[src/rtl/seu_pkg.sv]
// Shared types and helper functions for the SEU counter array.
package seu_pkg;

  // Widest event vector the popcount helper accepts.
  localparam int unsigned MAX_CH = 256;

  // Re-arm filter state; ARMED doubles as the filtered event level.
  typedef enum logic {
    FILT_IDLE  = 1'b0,
    FILT_ARMED = 1'b1
  } filt_state_e;

  // $clog2 that never returns 0, so a 1-entry select still has a bit.
  function automatic int unsigned clog2_min1(input int unsigned n);
    return (n <= 1) ? 1 : $clog2(n);
  endfunction

  // Number of set bits among the lowest n bits of v.
  function automatic int unsigned popcount(input logic [MAX_CH-1:0] v, input int unsigned n);
    int unsigned c;
    c = 0;
    for (int unsigned i = 0; i < MAX_CH; i++) begin
      if ((i < n) && v[i]) c = c + 1;
    end
    return c;
  endfunction

endpackage

[src/rtl/seu_counter_array_if.sv]
// Control/readout bundle of the SEU counter array.
interface seu_counter_array_if
  import seu_pkg::*;
#(
  parameter int unsigned N_CH  = 8,
  parameter int unsigned CNT_W = 32
);
  localparam int unsigned RD_W = clog2_min1(N_CH);

  logic [N_CH-1:0]  seu_in;
  logic [N_CH-1:0]  clr;
  logic             clr_all;
  logic             snap;
  logic [RD_W-1:0]  rd_sel;
  logic [CNT_W-1:0] rd_data;
  logic [CNT_W-1:0] total;
  logic [N_CH-1:0]  ovf;
  logic             total_ovf;
  logic [N_CH-1:0]  ev_pulse;

  modport master (
    output seu_in, clr, clr_all, snap, rd_sel,
    input  rd_data, total, ovf, total_ovf, ev_pulse
  );

  modport slave (
    input  seu_in, clr, clr_all, snap, rd_sel,
    output rd_data, total, ovf, total_ovf, ev_pulse
  );
endinterface

[src/rtl/seu_channel.sv]
// One SEU channel: synchroniser, re-arm filter, edge detect, event counter.
module seu_channel
  import seu_pkg::*;
#(
  parameter int unsigned CNT_W      = 32,
  parameter int unsigned FILT_LEN   = 8,
  parameter bit          ACTIVE_LOW = 1'b1,
  parameter bit          SATURATE   = 1'b1
) (
  input  logic             clk,
  input  logic             rst,
  input  logic             seu_i,
  input  logic             clr_i,
  output logic [CNT_W-1:0] cnt_o,
  output logic             ovf_o,
  output logic             ev_pulse_o,
  output logic             ev_c
);
  localparam int unsigned         FILT_W      = clog2_min1(FILT_LEN);
  localparam logic [FILT_W-1:0]   FILT_RELOAD = FILT_W'(FILT_LEN - 1);
  localparam logic [CNT_W-1:0]    CNT_MAX     = '1;

  logic              act_c;
  logic              evt_c;
  logic              sync1_q, sync2_q;
  filt_state_e       state_q;
  logic [FILT_W-1:0] fcnt_q;
  logic              evt_d1_q;
  logic [CNT_W-1:0]  cnt_q;
  logic              ovf_q;
  logic              ev_pulse_q;

  assign act_c = seu_i ^ ACTIVE_LOW;
  assign evt_c = (state_q == FILT_ARMED);
  assign ev_c  = evt_c & ~evt_d1_q;

  // Two-flop synchroniser on the normalised (1 = asserted) flag.
  always_ff @(posedge clk) begin
    if (rst) begin
      sync1_q <= 1'b0;
      sync2_q <= 1'b0;
    end else begin
      sync1_q <= act_c;
      sync2_q <= sync1_q;
    end
  end

  // Re-arm filter: stays ARMED until FILT_LEN consecutive inactive samples.
  always_ff @(posedge clk) begin
    if (rst) begin
      state_q <= FILT_IDLE;
      fcnt_q  <= '0;
    end else begin
      case (state_q)
        FILT_IDLE: begin
          if (sync2_q) begin
            state_q <= FILT_ARMED;
            fcnt_q  <= FILT_RELOAD;
          end
        end
        FILT_ARMED: begin
          if (sync2_q)             fcnt_q  <= FILT_RELOAD;
          else if (fcnt_q != '0)   fcnt_q  <= fcnt_q - FILT_W'(1);
          else                     state_q <= FILT_IDLE;
        end
        default: state_q <= FILT_IDLE;
      endcase
    end
  end

  // Edge detect, counter and sticky overflow; clear beats a same-cycle event.
  always_ff @(posedge clk) begin
    if (rst) begin
      evt_d1_q   <= 1'b0;
      ev_pulse_q <= 1'b0;
      cnt_q      <= '0;
      ovf_q      <= 1'b0;
    end else begin
      evt_d1_q   <= evt_c;
      ev_pulse_q <= ev_c;
      if (clr_i) begin
        cnt_q <= '0;
        ovf_q <= 1'b0;
      end else if (ev_c) begin
        if (cnt_q == CNT_MAX) begin
          ovf_q <= 1'b1;
          if (!SATURATE) cnt_q <= '0;
        end else begin
          cnt_q <= cnt_q + CNT_W'(1);
        end
      end
    end
  end

  assign cnt_o      = cnt_q;
  assign ovf_o      = ovf_q;
  assign ev_pulse_o = ev_pulse_q;

endmodule

[src/rtl/seu_counter_array.sv]
// Multi-channel SEU event counter with total, atomic snapshot and readout mux.
module seu_counter_array
  import seu_pkg::*;
#(
  parameter int unsigned N_CH       = 8,
  parameter int unsigned CNT_W      = 32,
  parameter int unsigned FILT_LEN   = 8,
  parameter bit          ACTIVE_LOW = 1'b1,
  parameter bit          SATURATE   = 1'b1
) (
  input  logic                clk,
  input  logic                rst,
  seu_counter_array_if.slave  bus
);
  localparam int unsigned      SUM_W   = CNT_W + clog2_min1(N_CH + 1);
  localparam logic [CNT_W-1:0] CNT_MAX = '1;

  logic [N_CH-1:0]  ch_ev;
  logic [N_CH-1:0]  ch_ovf;
  logic [N_CH-1:0]  ch_pulse;
  logic [CNT_W-1:0] ch_cnt   [N_CH];
  logic [CNT_W-1:0] shadow_q [N_CH];
  logic [CNT_W-1:0] rd_data_q;
  logic [CNT_W-1:0] total_q;
  logic             total_ovf_q;
  logic [SUM_W-1:0] sum_c;

  for (genvar i = 0; i < N_CH; i++) begin : g_ch
    seu_channel #(
      .CNT_W     (CNT_W),
      .FILT_LEN  (FILT_LEN),
      .ACTIVE_LOW(ACTIVE_LOW),
      .SATURATE  (SATURATE)
    ) u_ch (
      .clk       (clk),
      .rst       (rst),
      .seu_i     (bus.seu_in[i]),
      .clr_i     (bus.clr[i] | bus.clr_all),
      .cnt_o     (ch_cnt[i]),
      .ovf_o     (ch_ovf[i]),
      .ev_pulse_o(ch_pulse[i]),
      .ev_c      (ch_ev[i])
    );
  end

  assign sum_c = SUM_W'(total_q) + SUM_W'(popcount(MAX_CH'(ch_ev), N_CH));

  // Total of all filtered events; only clr_all clears it.
  always_ff @(posedge clk) begin
    if (rst || bus.clr_all) begin
      total_q     <= '0;
      total_ovf_q <= 1'b0;
    end else if (sum_c > SUM_W'(CNT_MAX)) begin
      total_ovf_q <= 1'b1;
      total_q     <= SATURATE ? CNT_MAX : CNT_W'(sum_c);
    end else begin
      total_q <= CNT_W'(sum_c);
    end
  end

  // Snapshot takes pre-update counters; readout is one cycle behind rd_sel.
  always_ff @(posedge clk) begin
    if (rst) begin
      for (int unsigned i = 0; i < N_CH; i++) shadow_q[i] <= '0;
      rd_data_q <= '0;
    end else begin
      if (bus.snap) begin
        for (int unsigned i = 0; i < N_CH; i++) shadow_q[i] <= ch_cnt[i];
      end
      rd_data_q <= (32'(bus.rd_sel) < N_CH) ? shadow_q[bus.rd_sel] : '0;
    end
  end

  assign bus.rd_data   = rd_data_q;
  assign bus.total     = total_q;
  assign bus.total_ovf = total_ovf_q;
  assign bus.ovf       = ch_ovf;
  assign bus.ev_pulse  = ch_pulse;

endmodule

[src/flat_wrapper.sv]
// flat-port wrapper written by rule: the top's interface ports become plain ports
module seu_counter_array_flat import seu_pkg::*;
#(
  parameter int unsigned N_CH       = 8,
  parameter int unsigned CNT_W      = 32,
  parameter int unsigned FILT_LEN   = 8,
  parameter bit          ACTIVE_LOW = 1'b1,
  parameter bit          SATURATE   = 1'b1
)
  (clk, rst, bus_seu_in, bus_clr, bus_clr_all, bus_snap, bus_rd_sel, bus_rd_data, bus_total, bus_ovf, bus_total_ovf, bus_ev_pulse);
  seu_counter_array_if #(.N_CH(N_CH), .CNT_W(CNT_W)) bus_i ();
  input  logic clk;
  input  logic rst;
  input wire logic [$bits(bus_i.seu_in)-1:0] bus_seu_in;
  input wire logic [$bits(bus_i.clr)-1:0] bus_clr;
  input wire logic [$bits(bus_i.clr_all)-1:0] bus_clr_all;
  input wire logic [$bits(bus_i.snap)-1:0] bus_snap;
  input wire logic [$bits(bus_i.rd_sel)-1:0] bus_rd_sel;
  output wire logic [$bits(bus_i.rd_data)-1:0] bus_rd_data;
  output wire logic [$bits(bus_i.total)-1:0] bus_total;
  output wire logic [$bits(bus_i.ovf)-1:0] bus_ovf;
  output wire logic [$bits(bus_i.total_ovf)-1:0] bus_total_ovf;
  output wire logic [$bits(bus_i.ev_pulse)-1:0] bus_ev_pulse;
  assign bus_i.seu_in = bus_seu_in;
  assign bus_i.clr = bus_clr;
  assign bus_i.clr_all = bus_clr_all;
  assign bus_i.snap = bus_snap;
  assign bus_i.rd_sel = bus_rd_sel;
  assign bus_rd_data = bus_i.rd_data;
  assign bus_total = bus_i.total;
  assign bus_ovf = bus_i.ovf;
  assign bus_total_ovf = bus_i.total_ovf;
  assign bus_ev_pulse = bus_i.ev_pulse;
  seu_counter_array #(.N_CH(N_CH), .CNT_W(CNT_W), .FILT_LEN(FILT_LEN), .ACTIVE_LOW(ACTIVE_LOW), .SATURATE(SATURATE)) u_core (.clk(clk), .rst(rst), .bus(bus_i));
endmodule
[config.mk]
export PLATFORM = sky130hd
export DESIGN_NAME = seu_counter_array_flat
export DESIGN_NICKNAME = d
export VERILOG_FILES = /design/src/rtl/seu_pkg.sv /design/src/rtl/seu_counter_array_if.sv /design/src/rtl/seu_channel.sv /design/src/rtl/seu_counter_array.sv /design/src/flat_wrapper.sv
export SDC_FILE = /design/constraint.sdc
export NUM_CORES = 1
export LEC_CHECK = 0
export BUFFER_PORTS_ARGS = -buffer_cell sky130_fd_sc_hd__clkbuf_2
export CAP_MARGIN = 20
export CORE_UTILIZATION = 35
export DETAILED_ROUTE_END_ITERATION = 7
export GPL_TIMING_DRIVEN = 0
export PLACE_DENSITY = 0.54
export SYNTH_ARGS = -nofsm -noshare
export SYNTH_HDL_FRONTEND = slang
export SYNTH_SLANG_ARGS = --single-unit
[constraint.sdc]
create_clock -name clk -period 12.1 [get_ports clk]
set_input_delay 1.21 -clock clk [delete_from_list [all_inputs] [get_ports clk]]
set_output_delay 1.21 -clock clk [all_outputs]
set_load 0.01 [all_outputs]
==> impl_results.md <==
* Initial antenna violation count at 2
* # IOs at ~100
* Via count at 19791
* Area growth syn-to-layout at 15.2%
* Slew Limit Headroom at 0.250
* Number of synthesized flops with an enable pin at 256
* GRT Resource Usage Total at 0.182
* Critical Path RT at roughly 13000 ps
* Synth async-reset ratio at 0
* Reg2reg setup slack at about 4800 ps
* Initial core utilization at 0.356
* Clock sink total at about 650
* Max-cap violations at 0
* Drt wl/cell at between 15 and 20 microns
* Worst vdd ir at 85.3 uV
* Critical Path Fanout Max at 10
* TritonCTS clock tree: yes
* Startpoint types: flip-flop
* Final setup viols at 0
* Drt total wl at 74900 microns
* Largest net degree at the start of global routing at 70
* First-pass GRT wire length at between 100000 and 150000 microns
* Gates resized, CTS repair at 0
* Die ar. at between 80000 and 90000 sq um
* Worst Path Arrival at between 7000 and 8000 ps
* R2r startpoint: u_core.g_ch[1].u_ch.evt_c$_SDFF_PP0_
* Placer Congestion at ~0.84
* Avg Inst Size Synth at 10.7 sq um
* Synth unique cells at 63
* DR pass1 iterations at 5
* Post-CTS Setup Repair Bufs at 0
* Synthesis-stage register bit count at between 600 and 700
* Final cell count without fillers at between 3000 and 4000
* Clock root buffer: clkbuf_16
* Multi-input logic area at between 10000 and 15000 sq um
* Post-CTS Hold Fix Bufs at 0
* Clock Tree Buf Depth at 3
* Slew @ Worst Pin at about 1100 ps
* Slowest cell on crit path: nor3_1
* Static leakage at around 12 nW
* Fmax at 137 MHz
* CP most frequent cell: ha_1
* Vias per cell at ~5.0
* PD cells at around 150 nW/um^2
* Die width at around 290 microns
* Largest stage delay on the critical path at a little under 800 ps
* Worst R2R Path Depth at 30
* Fin crit period at 7330 ps
* PortBufs at 100
* Main synth FF type: dfxtp_1
* Worst Path Class, Setup: reg2reg
* FP Rows at 103
* Final ANT Viol Nets at 0
* Post-synthesis cell area at between 20000 and 30000 sq um
* Max Slew Vio Count at 0
* Yosys warnings at 0
* Mapped Cells at about 2600
* Residual DRC count at 0
* Crit end category: flip-flop
* Number of global-route vias before repair at roughly 19000
* Iter 0 DRT Violations at about 1700
* CP endpoint: u_core.bus.total[6]$_SDFF_PP0_
* Reg area at between 15000 and 20000 sq um
* Nets@finish at between 2000 and 3000
* Later-pin clock latency in the skew report at ~620 ps
* Clock Pin Slew Worst Setup and Hold Paths at ~60 ps
* Hold Fails Final Rpt at 0
* Fillers at 7539
* Crit path from: u_core.g_ch[1].u_ch.evt_c$_SDFF_PP0_
* Final setup TNS at 0 ps
* GRT overflow at 0
* Status: completed
* RSZ-0062 raised after global routing: no
* H-Tree Depth at 3
* Post-placement cell count at between 3000 and 4000
* Num CTS Buffers at 74
* Hold crit path type: reg2reg
* Detailed Place HPWL at ~56000 microns
* Worst R2R End: u_core.bus.total[6]$_SDFF_PP0_
* Sequential fraction of the synthesis area at 0.550
* Core footprint at approximately 80000 sq um
* Clock Skew at 34.0 ps
* Vert. Die Dim at 286 microns
* Share of post-route cells with drive strength above 1 at 0.113
* Final Cycle Share at 0.605
worst max-delay path: cells and delay by family, from the launching register on:
kind / cells / cell delay (ps)
and+or+nand+nor: 9 / 1950
adders and majority gates: 6 / 1810
AOI/OAI and AO/OA: 8 / 1760
buffers and inverters: 6 / 990
DFF: 1 / 420
muxes: 1 / 300
kinds of logic after synthesis:
| family | count (synthesis) | share of synthesized area |
|---|---|---|
| AND/OR/NAND/NOR | 1162 | 0.214 |
| flip-flops | 649 | 0.550 |
| XOR/XNOR | 248 | 0.0772 |
| AO/OA/AOI/OAI | 233 | 0.0466 |
| buffers and inverters | 203 | 0.0294 |
| multiplexers | 102 | 0.0644 |
| adder cells (fa/ha/maj) | 41 | 0.0184 |
| other | 1 | 0.000133 |
metal layers:
metal / vias up / part of all wire / global-route usage
li1: 9519 / - / -
met1: 9622 / 0.47 / 0.263
met2: 534 / 0.44 / 0.275
met3: 116 / 0.061 / 0.0333
met4: 0 / 0.030 / 0.0583
met5: - / 0 / 0
worst min path at each step:
stage | start | end | slack [ps] | cells after the start
floorplan | u_core.g_ch[0].u_ch.evt_d1_q$_SDFF_PP0_ | u_core.g_ch[0].u_ch.ev_pulse_o$_SDFF_PP0_ | 380 | 1
global placement | u_core.g_ch[0].u_ch.evt_d1_q$_SDFF_PP0_ | u_core.g_ch[0].u_ch.ev_pulse_o$_SDFF_PP0_ | 400 | 1
detailed placement | u_core.g_ch[1].u_ch.evt_d1_q$_SDFF_PP0_ | u_core.g_ch[1].u_ch.ev_pulse_o$_SDFF_PP0_ | 390 | 1
CTS | u_core.g_ch[0].u_ch.evt_d1_q$_SDFF_PP0_ | u_core.g_ch[0].u_ch.ev_pulse_o$_SDFF_PP0_ | 400 | 1
global route | u_core.g_ch[1].u_ch.evt_d1_q$_SDFF_PP0_ | u_core.g_ch[1].u_ch.ev_pulse_o$_SDFF_PP0_ | 420 | 1
finish | u_core.g_ch[1].u_ch.evt_d1_q$_SDFF_PP0_ | u_core.g_ch[1].u_ch.ev_pulse_o$_SDFF_PP0_ | 410 | 1
sequential cells by signal (all words and copies together) (netlist names), 24 cells and up:
register,cells
u_core.shadow_q,256
u_core.bus.rd_data,32
u_core.bus.total,32
u_core.g_ch.u_ch.cnt_o,256
u_core.g_ch.u_ch.fcnt_q,24
cell usage after synthesis, types with 56 or more instances:
cell type | instances | area [sq um]
dfxtp_1 | 393 | 7870
xnor2_1 | 93 | 815
edfxtp_1 | 256 | 7690
nor2b_1 | 99 | 619
nand2_1 | 133 | 499
a21oi_1 | 119 | 596
and2_1 | 204 | 1280
inv_1 | 76 | 285
nand3_1 | 107 | 536
nor2_1 | 349 | 1310
mux4_2 | 64 | 1440
clkbuf_1 | 85 | 319
xor2_1 | 154 | 1350
o21ai_0 | 56 | 280
layout make-up:
cell class / instances / share of cell area
Sequential cell: 649 / 0.477
Multi-Input combinational cell: 1789 / 0.366
Clock buffer: 116 / 0.0681
Tap cell: 1050 / 0.0403
Timing Repair Buffer: 103 / 0.0179
Buffer: 127 / 0.0167
Inverter: 76 / 0.00875
Clock inverter: 21 / 0.00545
Antenna cell: 2 / 0.000153
metrics by stage:
step	hold WS [ps]	instance area, sq um	power, W	utilization	setup WS [ps]
2_1_floorplan	383	28300	0.00253	-	6180
3_3_place_gp	397	30100	0.00262	0.379	3250
3_5_place_dp	392	30200	0.00262	0.380	4810
4_1_cts	405	32600	0.00483	0.410	4780
5_1_grt	419	32600	0.00493	0.410	4190
6_report	407	32600	0.00477	0.410	4770
power breakdown:
part / switching [W] / leakage (nW) / internal, W / total [W]
registers: 0.0000256 / 6.03 / 0.00232 / 0.00235
logic: 0.000147 / 4.53 / 0.0000794 / 0.000226
clock network: 0.000907 / 1.18 / 0.00129 / 0.00220
total: 0.00108 / 11.7 / 0.00369 / 0.00477
layout by cell type (no fill, tap or decap), types with 99 or more instances in the layout:
| cell type | synthesis | final |
|---|---|---|
| nand2_1 | 133 | 133 |
| edfxtp_1 | 256 | 256 |
| clkbuf_2 | 0 | 100 |
| nor2_1 | 349 | 349 |
| clkbuf_1 | 85 | 108 |
| a21oi_1 | 119 | 119 |
| xor2_1 | 154 | 154 |
| dfxtp_1 | 393 | 393 |
| nand3_1 | 107 | 107 |
| and2_1 | 204 | 204 |
| nor2b_1 | 99 | 99 |
(Power assumes the default switching activity.)
